--- config.mk ---
export PLATFORM = sky130hd
export DESIGN_NAME = pipe_stage_skid_flat
export DESIGN_NICKNAME = d
export VERILOG_FILES = /design/src/rtl/pipe_stage_skid_if.sv /design/src/rtl/pipe_stage_skid.sv /design/src/flat_wrapper.sv
export SDC_FILE = /design/constraint.sdc
export NUM_CORES = 1
export LEC_CHECK = 0
export CAP_MARGIN = 20
export CELL_PAD_IN_SITES_DETAIL_PLACEMENT = 1
export CELL_PAD_IN_SITES_GLOBAL_PLACEMENT = 2
export CORE_MARGIN = 4
export CORE_UTILIZATION = 26
export DETAILED_ROUTE_END_ITERATION = 16
export PLACE_DENSITY_LB_ADDON = 0.15
export REMOVE_ABC_BUFFERS = 1
export SKIP_LAST_GASP = 1
export SLEW_MARGIN = 15
export SYNTH_ARGS = -nofsm -noshare
export SYNTH_HDL_FRONTEND = slang
export SYNTH_SLANG_ARGS = --single-unit
--- constraint.sdc ---
create_clock -name clk -period 2.21 [get_ports clk]
set_clock_uncertainty 0.05 [all_clocks]
set_input_delay 0.5525 -clock clk [delete_from_list [all_inputs] [get_ports clk]]
set_output_delay 0.5525 -clock clk [all_outputs]
set_load 0.02 [all_outputs]
--- src/rtl/pipe_stage_skid_if.sv ---
// pipe_stage_skid_if: valid/ready handshake bundle carrying one pipeline-stage entry.
//
// Signals
//   valid  entry on pc/data/bd/exc/ovf is valid
//   ready  receiver accepts the entry this cycle
//   pc     entry PC
//   data   packed payload (instr|RD2|ALUresult|MUresult)
//   bd     branch-delay flag
//   exc    exception code (0 = none)
//   ovf    arithmetic overflow
//
// Modports
//   master  drives the entry, samples ready
//   slave   samples the entry, drives ready
interface pipe_stage_skid_if #(
   parameter int unsigned DATA_W = 128,
   parameter int unsigned PC_W   = 32,
   parameter int unsigned EXC_W  = 5
) ();

   logic              valid;
   logic              ready;
   logic [PC_W-1:0]   pc;
   logic [DATA_W-1:0] data;
   logic              bd;
   logic [EXC_W-1:0]  exc;
   logic              ovf;

   modport master (
      output valid,
      output pc,
      output data,
      output bd,
      output exc,
      output ovf,
      input  ready
   );

   modport slave (
      input  valid,
      input  pc,
      input  data,
      input  bd,
      input  exc,
      input  ovf,
      output ready
   );

endinterface

--- src/rtl/pipe_stage_skid.sv ---
// pipe_stage_skid: elastic two-entry (head + skid) pipeline register between stages.
//
// Holds PC, packed payload, branch-delay flag, exception code and overflow for one
// stage. in_ready depends only on registered occupancy, so a downstream stall never
// reaches upstream combinationally. Outputs come straight from the head register.
//
// Ports
//   clk     clock, all state on posedge
//   reset   synchronous active-high reset (head PC <= RESET_PC)
//   req     exception flush: empties both entries, head PC <= HANDLER_PC
//   in_if   upstream entry (slave side of the handshake)
//   out_if  head entry (master side of the handshake)
//   occ     number of entries held: 0, 1 or 2
//
// Build option
//   PIPE_STAGE_EXC_MERGE_EN  when defined, an entry with exc==0 and ovf==1 is stored
//                            with exc = OVF_CODE; otherwise exc is stored as received.
module pipe_stage_skid #(
   parameter int unsigned     DATA_W     = 128,
   parameter int unsigned     PC_W       = 32,
   parameter int unsigned     EXC_W      = 5,
   parameter logic [PC_W-1:0] HANDLER_PC = 32'h0000_4180,
   parameter logic [PC_W-1:0] RESET_PC   = 32'h0000_0000,
   parameter logic [EXC_W-1:0] OVF_CODE  = 5'd12
) (
   input  logic                     clk,
   input  logic                     reset,
   input  logic                     req,
   pipe_stage_skid_if.slave         in_if,
   pipe_stage_skid_if.master        out_if,
   output logic [1:0]               occ
);

   // State encoding equals the occupancy count so occ is a direct copy.
   typedef enum logic [1:0] {
      StEmpty = 2'd0,
      StOne   = 2'd1,
      StFull  = 2'd2
   } state_e;

   typedef struct packed {
      logic [PC_W-1:0]   pc;
      logic [DATA_W-1:0] data;
      logic              bd;
      logic [EXC_W-1:0]  exc;
      logic              ovf;
   } entry_t;

   state_e state_q, state_d;
   entry_t head_q, head_d;
   entry_t skid_q, skid_d;
   entry_t in_entry;
   logic   push, pop;

   // Captured form of the incoming entry, including the optional exception merge.
   always_comb begin
      in_entry.pc   = in_if.pc;
      in_entry.data = in_if.data;
      in_entry.bd   = in_if.bd;
      in_entry.ovf  = in_if.ovf;
`ifdef PIPE_STAGE_EXC_MERGE_EN
      // A real exception code always wins over the overflow substitution.
      in_entry.exc  = ((in_if.exc == '0) && in_if.ovf) ? OVF_CODE : in_if.exc;
`else
      in_entry.exc  = in_if.exc;
`endif
   end

`ifndef PIPE_STAGE_EXC_MERGE_EN
   logic unused_ovf_code;
   assign unused_ovf_code = ^OVF_CODE;
`endif

   assign in_if.ready = (state_q != StFull);
   assign push        = in_if.valid & in_if.ready;
   assign pop         = out_if.valid & out_if.ready;

   always_comb begin
      state_d = state_q;
      head_d  = head_q;
      skid_d  = skid_q;

      if (req) begin
         // Flush; any entry offered this cycle is dropped.
         state_d     = StEmpty;
         head_d      = '0;
         head_d.pc   = HANDLER_PC;
         skid_d      = '0;
      end else begin
         unique case (state_q)
            StEmpty: begin
               if (push) begin
                  head_d  = in_entry;
                  state_d = StOne;
               end
            end
            StOne: begin
               if (push && pop) begin
                  head_d = in_entry;
               end else if (push) begin
                  skid_d  = in_entry;
                  state_d = StFull;
               end else if (pop) begin
                  // Head becomes a bubble but keeps the last PC.
                  head_d.data = '0;
                  head_d.bd   = 1'b0;
                  head_d.exc  = '0;
                  head_d.ovf  = 1'b0;
                  state_d     = StEmpty;
               end
            end
            StFull: begin
               if (pop) begin
                  head_d  = skid_q;
                  state_d = StOne;
               end
            end
            default: begin
               state_d = StEmpty;
            end
         endcase
      end
   end

   always_ff @(posedge clk) begin
      if (reset) begin
         state_q     <= StEmpty;
         head_q      <= '0;
         head_q.pc   <= RESET_PC;
         skid_q      <= '0;
      end else begin
         state_q <= state_d;
         head_q  <= head_d;
         skid_q  <= skid_d;
      end
   end

   assign out_if.valid = (state_q != StEmpty);
   assign out_if.pc    = head_q.pc;
   assign out_if.data  = head_q.data;
   assign out_if.bd    = head_q.bd;
   assign out_if.exc   = head_q.exc;
   assign out_if.ovf   = head_q.ovf;
   assign occ          = state_q;

endmodule
--- src/flat_wrapper.sv ---
// flat-port wrapper written by rule: the top's interface ports become plain ports
module pipe_stage_skid_flat 
#(
   parameter int unsigned     DATA_W     = 128,
   parameter int unsigned     PC_W       = 32,
   parameter int unsigned     EXC_W      = 5,
   parameter logic [PC_W-1:0] HANDLER_PC = 32'h0000_4180,
   parameter logic [PC_W-1:0] RESET_PC   = 32'h0000_0000,
   parameter logic [EXC_W-1:0] OVF_CODE  = 5'd12
)
  (clk, reset, req, occ, in_if_valid, in_if_pc, in_if_data, in_if_bd, in_if_exc, in_if_ovf, in_if_ready, out_if_valid, out_if_pc, out_if_data, out_if_bd, out_if_exc, out_if_ovf, out_if_ready);
  pipe_stage_skid_if #(.DATA_W(DATA_W), .PC_W(PC_W), .EXC_W(EXC_W)) in_if_i ();
  pipe_stage_skid_if #(.DATA_W(DATA_W), .PC_W(PC_W), .EXC_W(EXC_W)) out_if_i ();
  input  logic clk;
  input  logic reset;
  input  logic req;
  output logic [1:0] occ;
  input wire logic [$bits(in_if_i.valid)-1:0] in_if_valid;
  input wire logic [$bits(in_if_i.pc)-1:0] in_if_pc;
  input wire logic [$bits(in_if_i.data)-1:0] in_if_data;
  input wire logic [$bits(in_if_i.bd)-1:0] in_if_bd;
  input wire logic [$bits(in_if_i.exc)-1:0] in_if_exc;
  input wire logic [$bits(in_if_i.ovf)-1:0] in_if_ovf;
  output wire logic [$bits(in_if_i.ready)-1:0] in_if_ready;
  output wire logic [$bits(out_if_i.valid)-1:0] out_if_valid;
  output wire logic [$bits(out_if_i.pc)-1:0] out_if_pc;
  output wire logic [$bits(out_if_i.data)-1:0] out_if_data;
  output wire logic [$bits(out_if_i.bd)-1:0] out_if_bd;
  output wire logic [$bits(out_if_i.exc)-1:0] out_if_exc;
  output wire logic [$bits(out_if_i.ovf)-1:0] out_if_ovf;
  input wire logic [$bits(out_if_i.ready)-1:0] out_if_ready;
  assign in_if_i.valid = in_if_valid;
  assign in_if_i.pc = in_if_pc;
  assign in_if_i.data = in_if_data;
  assign in_if_i.bd = in_if_bd;
  assign in_if_i.exc = in_if_exc;
  assign in_if_i.ovf = in_if_ovf;
  assign in_if_ready = in_if_i.ready;
  assign out_if_valid = out_if_i.valid;
  assign out_if_pc = out_if_i.pc;
  assign out_if_data = out_if_i.data;
  assign out_if_bd = out_if_i.bd;
  assign out_if_exc = out_if_i.exc;
  assign out_if_ovf = out_if_i.ovf;
  assign out_if_i.ready = out_if_ready;
  pipe_stage_skid #(.DATA_W(DATA_W), .PC_W(PC_W), .EXC_W(EXC_W), .HANDLER_PC(HANDLER_PC), .RESET_PC(RESET_PC), .OVF_CODE(OVF_CODE)) u_core (.clk(clk), .reset(reset), .req(req), .in_if(in_if_i), .out_if(out_if_i), .occ(occ));
endmodule
; Yosys cells after proc, flatten, opt, wreduce, memory -nomap -nowiden
; Index checks and enable logic that the tools add are counted.
[totals]
ramBits = 0
out_inout_bits = 171
latchBits = 0
memories = 0
wordCells = 53
ff_bits = 336
mem_bits_ro = 0
[op_classes]
muxes = 14
mul = 0
div = 0
shift = 0
reduce_logical = 11
n_eq_ne = 13
n_addsub = 0
bitwise_logic = 3
n_lt_le_gt_ge = 0
[ops]
columns = op, n
row1 = $pmux 167 s3, 1
row2 = $mux 135, 3
row3 = $mux 167, 2
row4 = $mux 150, 1
row5 = $mux 32, 1
row6 = $reduce_and 4->1, 3
row7 = $mux 2, 5
row8 = $ne 3x2->1 const B, 3
row9 = $ne 2x1->1 const B, 3
row10 = $ne 3x1->1 const B, 2
row11 = $pmux 2 s3, 1
row12 = $reduce_and 5->1, 1
row13 = $ne 2x2->1 const B, 2
row14 = $reduce_bool 4->1, 1
row15 = $ne 3x3->1 const B, 1
row16 = $reduce_and 3->1, 1
row17 = $reduce_bool 3->1, 1
row18 = $and 1x1->1, 2
row19 = $eq 2x1->1 const B, 1
row20 = $eq 2x2->1 const B, 1
row21 = $logic_not 2->1, 1
row22 = $reduce_bool 2->1, 1
row23 = $reduce_or 2->1, 1
row24 = $logic_and 1x1->1, 1
row25 = $not 1->1, 1

; Depth between registers and ports, before layout
; Gate-level depths: netlist of the first run.
[logic_depth]
ltp_word = 7
ltp_mapped = 10
mapped_depth_nobuf = 6

; Worst setup path after synthesis of the first run
; Ideal clock, no wire load.
[synth_timing]
kind = reg-to-reg
from = register u_core.state_q[0] (netlist: u_core.occ[0])
to = register u_core.head_q, in the netlist u_core.out_if.data[100]
setup_time_ns = 0.087
t_arrival_ns = 2.102
t_required_ns = 2.073
period_less_slack_ns = 2.239
path_slack_ns = -0.029
n_path_buf = 4
stages_incl_launch_ff = 9
path_cell_list = dfxtp_1 -> inv_1 -> ha_1 -> buf_6 -> or4_1 -> buf_2 -> buf_6 -> buf_4 -> a221oi_2
[synth_between]
elab_chain_len = 5
[synth_lines]
columns = item, line
row1 = "start, declared", pipe_stage_skid.sv:49  ; state_e state_q, state_d;
row2 = "start signal, assigned", pipe_stage_skid.sv:127  ; state_q <= StEmpty;
row3 = "start signal, assigned", pipe_stage_skid.sv:132  ; state_q <= state_d;
row4 = $ne 2x2->1 or $reduce_bool 2->1 (tied branches), "pipe_stage_skid.sv:74, pipe_stage_skid.sv:138"
row5 = $and 1x1->1 (on tied branches), "pipe_stage_skid.sv:75, pipe_stage_skid.sv:76"
row6 = $logic_and 1x1->1, pipe_stage_skid.sv:98  ; if (push && pop) begin
row7 = $ne 3x3->1 (no source line) (tied with other cells), --
row8 = $reduce_and 5->1 (no source line) or $pmux 167 s3 (tied branches), --
row9 = "end, declared", pipe_stage_skid.sv:50  ; entry_t head_q, head_d;
; Parallel ways exist; a longest one is shown, timed or not.
; A chain may end at the register's enable or synchronous reset.

; Final worst setup path of the first run
[layout_timing]
from = register u_core.state_q[1] (netlist: u_core.occ[1])
to = register u_core.head_q, in the netlist u_core.out_if.data[64]
; Same word-level chain as after synthesis.

==> results of run 1 <==
## worst paths after layout
| path | start | to | slack (ns) | cells after the start |
|---|---|---|---|---|
| worst max register to register | u_core.occ[1] | u_core.out_if.data[64] | 0.03 | 10 |
| worst max-delay path | u_core.occ[1] | u_core.out_if.data[64] | 0.03 | 10 |
| worst min register to register | u_core.skid_q[140] | u_core.skid_q[140] | 0.40 | 2 |
| worst min-delay path | u_core.skid_q[140] | u_core.skid_q[140] | 0.40 | 2 |
## cells in the final DEF, fill, tap and decap left out, drive strengths merged, types with 2 or more instances in the layout
cell type	n
a21oi	167
a221oi	135
a22o	32
a22oi	135
a31oi	3
buf	117
bufinv	4
clkbuf	67
clkdlybuf4s50	299
clkinv	6
clkinvlp	2
dfxtp	336
dlygate4sd2	27
dlymetal6s2s	14
ha	4
inv	6
mux2i	29
nand2	393
nand2b	3
nand3	3
nor2	143
nor2b	3
o211ai	2
o21ai	3
o31ai	2
o41ai	2
or2	3
## what timing repair did
action,CTS,global route
pin swaps,0,2
gates cloned,0,1
gates resized for setup,32,26
buffers inserted,0,3
setup endpoints to repair,29,81
## worst reg2reg max path: cells and delay by family, from the launching register on
| family | cells | cell delay [ns] |
|---|---|---|
| AO/OA/AOI/OAI | 3 | 0.65 |
| flip-flops | 1 | 0.35 |
| adder cells (fa/ha/maj) | 1 | 0.19 |
| buffers and inverters | 5 | 0.69 |
| AND/OR/NAND/NOR | 1 | 0.15 |
## logic make-up after synthesis
| group | count (synthesis) | share of synthesized area |
|---|---|---|
| buf+inv | 170 | 0.0548 |
| fa+ha+maj | 4 | 0.00365 |
| flops | 336 | 0.490 |
| simple gates | 553 | 0.155 |
| mux | 30 | 0.0220 |
| compound gates | 486 | 0.274 |
## state kept, by name (all words and copies together) (netlist names)
name	count
u_core.out_if.pc	32
u_core.occ	2
u_core.out_if.bd	1
u_core.skid_q	167
u_core.out_if.ovf	1
u_core.out_if.data	128
u_core.out_if.exc	5
## metal layers
layer,up-vias,global-route usage,share of wire
li1,6311,-,-
met1,6489,0.240,0.46
met2,258,0.302,0.47
met3,71,0.0383,0.045
met4,2,0.0479,0.021
met5,-,0,0.00033
## layout make-up
type | instances | area (µm²) | share of cell area
diodes | 1 | 2.50 | 0.000123
flip-flops and latches | 336 | 6730 | 0.330
repair buffers | 460 | 4990 | 0.244
multi-input cells | 1073 | 6350 | 0.311
clock buffers | 65 | 1300 | 0.0638
clock inverters | 12 | 165 | 0.00810
well taps | 680 | 851 | 0.0417
inverters | 6 | 22.5 | 0.00110
## power by group through the flow
stage / logic, mW / clock network (mW) / registers [mW]
global placement: 2.76 / 0 / 6.56
finish: 2.76 / 7.27 / 6.43
detailed placement: 2.78 / 0 / 6.57
global route: 2.97 / 7.77 / 6.46
CTS: 2.77 / 7.51 / 6.44
floorplan: 1.06 / 0 / 6.76
## metrics by stage
stage / cell area (µm²) / util
detailed placement: 18800 / 0.363
global placement: 18800 / 0.363
global route: 20400 / 0.394
floorplan: 13000 / -
finish: 20400 / 0.394
CTS: 20300 / 0.391
==> impl_metrics.env, run 1 <==
export IMPL_ctsLongestPathBuffers=3
export IMPL_worst_path_dominant_cell_family="buffers and inverters"
export IMPL_holdWs_ns=0.402
export IMPL_vdd_drop_max_v=0.000419
export IMPL_tns_ns=0
export IMPL_syn_inst=1579
export IMPL_finalNonFillerCells=2633
export IMPL_synth_top_area_frac=0.490
export IMPL_worst_ep_required_time_ns=2.61
export IMPL_hpwl_um=36700
export IMPL_drt_drc_violations_left=0
export IMPL_ys_seq_elements=336
export IMPL_swShare=0.266
export IMPL_dr_pass1_iters=4
export IMPL_setup_slack_ns=0.0253
export IMPL_internal_power_mw=12.1
export IMPL_combPwrFrac=0.168
export IMPL_ant_nets=0
export IMPL_dieArea_um2=56500
export IMPL_rsz0062_at_grt="yes"
export IMPL_drt_iter0_markers=508
export IMPL_fmax_ghz=0.458
export IMPL_synth_distinct_cells=39
export IMPL_clkPwrFrac=0.442
export IMPL_finalWirelength_um=53700
export IMPL_gp_congestion=0.752
export IMPL_worst_path_max_delay_cell="dfxtp_2"
export IMPL_synth_area_leaders="dfxtp_1 (49%), nand2_1 (11%), a22oi_1 (7.4%), a21oi_1 (6.1%), a221oi_2 (5.5%)"
export IMPL_dr_total_vias=13131
export IMPL_relSlewSlack=0.692
export IMPL_insertion_delay_ns=0.56
export IMPL_ctsHoldBuffers=0
export IMPL_async_reset_ff_frac=0
export IMPL_place_ws_ns=-0.324
export IMPL_hold_class="flop to flop"
export IMPL_fillCellCount=5805
export IMPL_numCtsBuffers=43
export IMPL_hold_viol_final=0
export IMPL_io_pins=343
export IMPL_synth_most_common_cell="nand2_1"
export IMPL_drive_gt1_frac=0.133
export IMPL_synth_edf_count=0
export IMPL_worstMarginPinSlew_ns=0.461
export IMPL_critPathLaunchType="flop"
export IMPL_crit_chain="inv_1 > ha_4 > nand2b_4 > o31ai_4 > buf_12 > buf_12 > buf_4 > buf_4 > a22oi_1 > a221oi_1"
export IMPL_end_kind="flop"
export IMPL_core_area_um2=51800
export IMPL_clk_pin_slew_ns=0.06
export IMPL_drv_cap=0
export IMPL_status="finished clean"
export IMPL_grt_pass1_vias=13696
export IMPL_rows=83
export IMPL_ys_flop_type="dfxtp_1"
export IMPL_antenna_found_initial=4
export IMPL_initial_utilization=0.265
export IMPL_p_total_mw=16.5
export IMPL_period_share=0.989
export IMPL_synthTopCellsByCount="nand2_1 (393), dfxtp_1 (336), a21oi_1 (167), nor2_1 (142), a22oi_1 (135)"
export IMPL_finalSetupViolCount=0
export IMPL_globalRouteTotalUtil=0.182
export IMPL_crit_arrival_ns=2.58
export IMPL_die_w_um=238
export IMPL_p_leak_nw=7.53
export IMPL_yosysSeqAreaShare=0.490
export IMPL_wl_per_cell_um=20.4
export IMPL_grt_pass1_wl_um=82200
export IMPL_grt_max_degree=70
export IMPL_htreeDepth=2
export IMPL_io_buffers=342
export IMPL_timing_critical_path_buf_inv=5
export IMPL_worstPathMaxFanout=6
export IMPL_period_needed_ns=2.18
export IMPL_die_y_um=238
export IMPL_syn_area_um2=13700
export IMPL_clockRootBuffer="clkbuf_16"
export IMPL_cts_sink_count=336
export IMPL_switchingPower_mw=4.39
export IMPL_seqPwrFrac=0.391
export IMPL_vias_per_cell=4.99
export IMPL_powerDensity_nw_per_um2=807
export IMPL_synth_top_cell_by_area="dfxtp_1"
export IMPL_crit_type="flop to flop"
export IMPL_dp_cells=2551
export IMPL_fin_nets=2096
export IMPL_grt_overflow=0
export IMPL_final_max_slew_viol_count=0
export IMPL_cts_tree="yes"
export IMPL_syn2layout_area_growth_pct=48.7
export IMPL_cpPeakStageDelay_ns=0.35
export IMPL_postSynthAreaPerCell_um2=8.69
export IMPL_yosys_warnings=0
Power figures use the tool's default switching activity.
==> run 2: changes to the inputs <==
Settings changed: PLACE_DENSITY_LB_ADDON 0.15 to 0.08.
==> impl_metrics.env, run 2 (same netlist as run 1, synthesis figures left out) <==
export IMPL_p_total_mw=16.1
export IMPL_worstMarginPinSlew_ns=0.460
export IMPL_layout_common_cells="nand2_1 (393), dfxtp_1 (334), clkdlybuf4s50_1 (292)"
export IMPL_crit_chain="clkdlybuf4s50_1"
export IMPL_holdWs_ns=0.402
export IMPL_die_w_um=238
export IMPL_drive_gt1_frac=0.135
export IMPL_fin_area_um2=20600
export IMPL_dieArea_um2=56500
export IMPL_clk_pin_slew_ns=0.06
export IMPL_ctsLongestPathBuffers=3
export IMPL_grt_overflow=0
export IMPL_cts_sink_count=336
export IMPL_numCtsBuffers=42
export IMPL_top_register="u_core.skid_q"
export IMPL_crit_arrival_ns=1.55
export IMPL_critPathLaunchType="flop"
export IMPL_p_leak_nw=7.73
export IMPL_hold_viol_final=0
export IMPL_final_max_slew_viol_count=0
export IMPL_swShare=0.271
export IMPL_syn2layout_area_growth_pct=49.9
export IMPL_end_kind="primary output"
export IMPL_switchingPower_mw=4.38
export IMPL_final_common_cell="nand2_1"
export IMPL_io_buffers=342
export IMPL_wl_per_cell_um=20.8
export IMPL_dr_pass1_iters=5
export IMPL_tns_ns=0
export IMPL_largest_reg_flops=167
export IMPL_core_area_um2=51800
export IMPL_ctsHoldBuffers=0
export IMPL_antenna_found_initial=5
export IMPL_relSlewSlack=0.689
export IMPL_clockRootBuffer="clkbuf_16"
export IMPL_worst_path_max_delay_cell="clkdlybuf4s50_1"
export IMPL_vias_per_cell=4.99
export IMPL_drt_drc_violations_left=0
export IMPL_seqPwrFrac=0.399
export IMPL_crit_type="flop to primary output"
export IMPL_timing_critical_path_buf_inv=1
export IMPL_placed_area_um2=18900
export IMPL_status="finished clean"
export IMPL_hpwl_um=37300
export IMPL_grt_pass1_vias=13498
export IMPL_initial_utilization=0.265
export IMPL_ant_nets=0
export IMPL_htreeDepth=2
export IMPL_fmax_ghz=0.464
export IMPL_finalSetupViolCount=0
export IMPL_io_pins=343
export IMPL_hold_class="flop to flop"
export IMPL_drt_iter0_markers=532
export IMPL_worst_ep_required_time_ns=1.61
export IMPL_die_y_um=238
export IMPL_worst_path_dominant_cell_family="buffers and inverters"
export IMPL_grt_pass1_wl_um=83000
export IMPL_fin_nets=2095
export IMPL_grt_max_degree=61
export IMPL_finalWirelength_um=54800
export IMPL_rows=83
export IMPL_clkPwrFrac=0.428
export IMPL_period_needed_ns=2.16
export IMPL_combPwrFrac=0.173
export IMPL_worstPathMaxFanout=2
export IMPL_rsz0062_at_grt="no"
export IMPL_cpPeakStageDelay_ns=0.66
export IMPL_period_share=0.976
export IMPL_globalRouteTotalUtil=0.184
export IMPL_gp_congestion=0.736
export IMPL_finalNonFillerCells=2634
export IMPL_powerDensity_nw_per_um2=784
export IMPL_drv_cap=0
export IMPL_cts_tree="yes"
export IMPL_insertion_delay_ns=0.56
export IMPL_dr_total_vias=13156
export IMPL_dp_cells=2548
export IMPL_internal_power_mw=11.7
export IMPL_vdd_drop_max_v=0.000435
run 2: path summary, 6_finish.rpt:
path	slack, ns	cells past startpoint	from	endpoint
setup / recovery	0.05	1	u_core.out_if.data[120]	out_if_data[120]
hold / removal	0.40	2	u_core.skid_q[141]	u_core.skid_q[141]
setup reg to reg	0.08	9	u_core.occ[1]	u_core.out_if.data[7]
hold reg to reg	0.40	2	u_core.skid_q[141]	u_core.skid_q[141]
run 2: what timing repair did:
item	4_1_cts	5_1_grt
gates resized for setup	35	44
buffers inserted	0	3
gates cloned	0	4
setup endpoints to repair	58	145
pin swaps	0	4
run 2: layout make-up:
class	instances	area, µm²
clock inverters	9	80.1
multi-input cells	1073	6380
clock buffers	68	1310
well taps	680	851
repair buffers	460	5180
diodes	2	5.00
flip-flops and latches	336	6730
inverters	6	22.5
fillers	5869	31300
run 2: power groups by stage:
stage / registers [mW] / clock network [mW] / logic, mW
floorplan: 6.76 / 0 / 1.06
global placement: 6.57 / 0 / 2.75
detailed placement: 6.57 / 0 / 2.77
CTS: 6.44 / 7.17 / 2.76
global route: 6.46 / 7.43 / 2.99
finish: 6.43 / 6.90 / 2.79
run 2: per-layer routing:
metal,wire (µm),vias to the layer above,GRT usage
li1,-,6305,-
met1,25500,6538,0.254
met2,26400,246,0.302
met3,2070,61,0.0355
met4,827,6,0.0368
met5,47,-,0
run 2: through the flow:
stage | setup WS, ns | util
2_1_floorplan | -4.43 | -
3_3_place_gp | -0.344 | 0.365
6_report | 0.0541 | 0.397
4_1_cts | -0.0840 | 0.391
5_1_grt | 0.000658 | 0.397
3_5_place_dp | -0.412 | 0.365
==> run 3: changes to the inputs <==
==> constraint.sdc (replaced) <==
create_clock -name clk -period 2.21 [get_ports clk]
set_clock_uncertainty 0.05 [all_clocks]
set_input_delay 0.3315 -clock clk [delete_from_list [all_inputs] [get_ports clk]]
set_output_delay 0.3315 -clock clk [all_outputs]
set_load 0.02 [all_outputs]
==> impl_metrics.env, run 3 (same netlist as run 1, synthesis figures left out) <==
export IMPL_hold_viol_final=0
export IMPL_wl_per_cell_um=20.9
export IMPL_worst_path_max_delay_cell="dfxtp_2"
export IMPL_vdd_drop_max_v=0.000477
export IMPL_p_leak_nw=7.12
export IMPL_fillCellCount=5892
export IMPL_crit_arrival_ns=2.51
export IMPL_gp_congestion=0.749
export IMPL_ctsLongestPathBuffers=3
export IMPL_top_register="u_core.skid_q"
export IMPL_die_y_um=238
export IMPL_io_pins=343
export IMPL_cts_sink_count=336
export IMPL_grt_max_degree=60
export IMPL_worst_path_dominant_cell_family="compound AO/OA/AOI/OAI gates"
export IMPL_powerDensity_nw_per_um2=789
export IMPL_reg2reg_depth=9
export IMPL_fmax_ghz=0.473
export IMPL_end_kind="flop"
export IMPL_critPathLaunch="u_core.occ[0]"
export IMPL_drt_drc_violations_left=0
export IMPL_rsz0062_at_grt="yes"
export IMPL_globalRouteTotalUtil=0.184
export IMPL_initial_utilization=0.265
export IMPL_dr_total_vias=13078
export IMPL_drive_gt1_frac=0.132
export IMPL_io_buffers=342
export IMPL_die_w_um=238
export IMPL_drt_iter0_markers=495
export IMPL_worstPathMaxFanout=16
export IMPL_ff2ff_setup_slack_ns=0.09
export IMPL_ant_nets=0
export IMPL_layout_common_cells="nand2_1 (393), clkdlybuf4s50_1 (340), dfxtp_1 (334)"
export IMPL_clk_pin_slew_ns=0.06
export IMPL_dp_cells=2543
export IMPL_tns_ns=0
export IMPL_htreeDepth=2
export IMPL_crit_chain="inv_1 > ha_2 > nand2b_4 > o31ai_4 > buf_4 > clkbuf_16 > buf_12 > a22oi_1 > a221oi_1"
export IMPL_timing_critical_path_buf_inv=4
export IMPL_cp_endpoint="u_core.out_if.data[1]"
export IMPL_syn2layout_area_growth_pct=47.7
export IMPL_dr_pass1_iters=4
export IMPL_cp_depth=9
export IMPL_grt_pass1_vias=13513
export IMPL_final_max_slew_viol_count=0
export IMPL_core_area_um2=51800
export IMPL_finalNonFillerCells=2620
export IMPL_largest_reg_flops=167
export IMPL_relSlewSlack=0.697
export IMPL_period_needed_ns=2.12
export IMPL_rr_endpoint="u_core.out_if.data[1]"
export IMPL_dieArea_um2=56500
export IMPL_numCtsBuffers=41
export IMPL_crit_type="flop to flop"
export IMPL_finalSetupViolCount=0
export IMPL_worstMarginPinSlew_ns=0.448
export IMPL_clockRootBuffer="clkbuf_16"
export IMPL_hold_class="input pin to flop"
export IMPL_worst_ep_required_time_ns=2.61
export IMPL_critPathLaunchType="flop"
export IMPL_r2r_start="u_core.occ[0]"
export IMPL_insertion_delay_ns=0.55
export IMPL_period_share=0.957
export IMPL_hpwl_um=37500
export IMPL_grt_pass1_wl_um=83000
export IMPL_status="finished clean"
export IMPL_rows=83
export IMPL_vias_per_cell=4.99
export IMPL_cpPeakStageDelay_ns=0.34
export IMPL_grt_overflow=0
export IMPL_cts_tree="yes"
export IMPL_fin_nets=2088
export IMPL_drv_cap=0
export IMPL_min_path_cells=3
export IMPL_finalWirelength_um=54700
export IMPL_final_common_cell="nand2_1"
export IMPL_antenna_found_initial=5
[run 3: cell count changes in the layout (fill, tap and decap cells not counted), moves of 3 or more]
cell	change
clkdlybuf4s50_1	+48
dlygate4sd2_1	-24
dlymetal6s2s_1	-24
buf_12	-10
buf_4	+9
a221oi_1	-3
a221oi_2	+3
ha_2	+3
ha_4	-3
[run 3: worst min-delay path: cells and delay by family]
kind,cells,cell delay (ns)
buffers and inverters,1,0.42
AOI/OAI and AO/OA,1,0.05
and+or+nand+nor,1,0.06
[run 3: area by class of cell]
type | instances | area (µm²) | share of cell area
inverter | 6 | 22.5 | 0.00111
timing repair buffer | 454 | 4930 | 0.243
clock inverter | 6 | 83.8 | 0.00414
tap | 680 | 851 | 0.0420
multi-input combinational | 1073 | 6370 | 0.314
clock buffer | 64 | 1270 | 0.0629
antenna | 1 | 2.50 | 0.000123
sequential | 336 | 6730 | 0.332
[run 3: worst min-delay path by stage]
| stage | startpoint | to |
|---|---|---|
| after floorplan | reset | u_core.out_if.pc[14] |
| after global placement | u_core.skid_q[149] | u_core.skid_q[149] |
| after global routing | in_if_pc[12] | u_core.skid_q[147] |
| final | in_if_pc[12] | u_core.skid_q[147] |
| after detailed placement | u_core.skid_q[162] | u_core.skid_q[162] |
| after CTS | in_if_data[47] | u_core.skid_q[54] |
[run 3: through the flow]
stage               hold WS (ns)  total power [mW]  worst slack [ns]   util  instance area [µm²]
floorplan                  0.351              7.82             -4.43      -                13000
global placement           0.391              9.28           -0.0876  0.362                18700
detailed placement         0.396              9.31            -0.170  0.362                18700
CTS                        0.271              16.3           -0.0351  0.388                20100
global route               0.304              16.7           -0.0434  0.391                20300
finish                     0.310              16.0            0.0943  0.391                20300
[run 3: per-layer routing]
layer  wire length [µm]  vias up  GRT usage
li1                   -     6297          -
met1              25100     6464      0.244
met2              26300      245      0.311
met3               2380       62     0.0362
met4                855       10     0.0410
met5                 61        -          0
[run 3: what timing repair did]
item / CTS / global route
resized for setup: 6 / 17
cloned: 0 / 2
pin swaps: 0 / 3
setup buffers: 0 / 4
hold buffers: 0 / 0
setup endpoints to repair: 2 / 198
[run 3: power breakdown]
part	total, mW	internal (mW)	switching (mW)	leakage (nW)
logic	2.77	1.27	1.49	3.72
clock network	6.79	4.17	2.62	0.671
registers	6.43	6.29	0.144	2.73
total	16.0	11.7	4.26	7.12
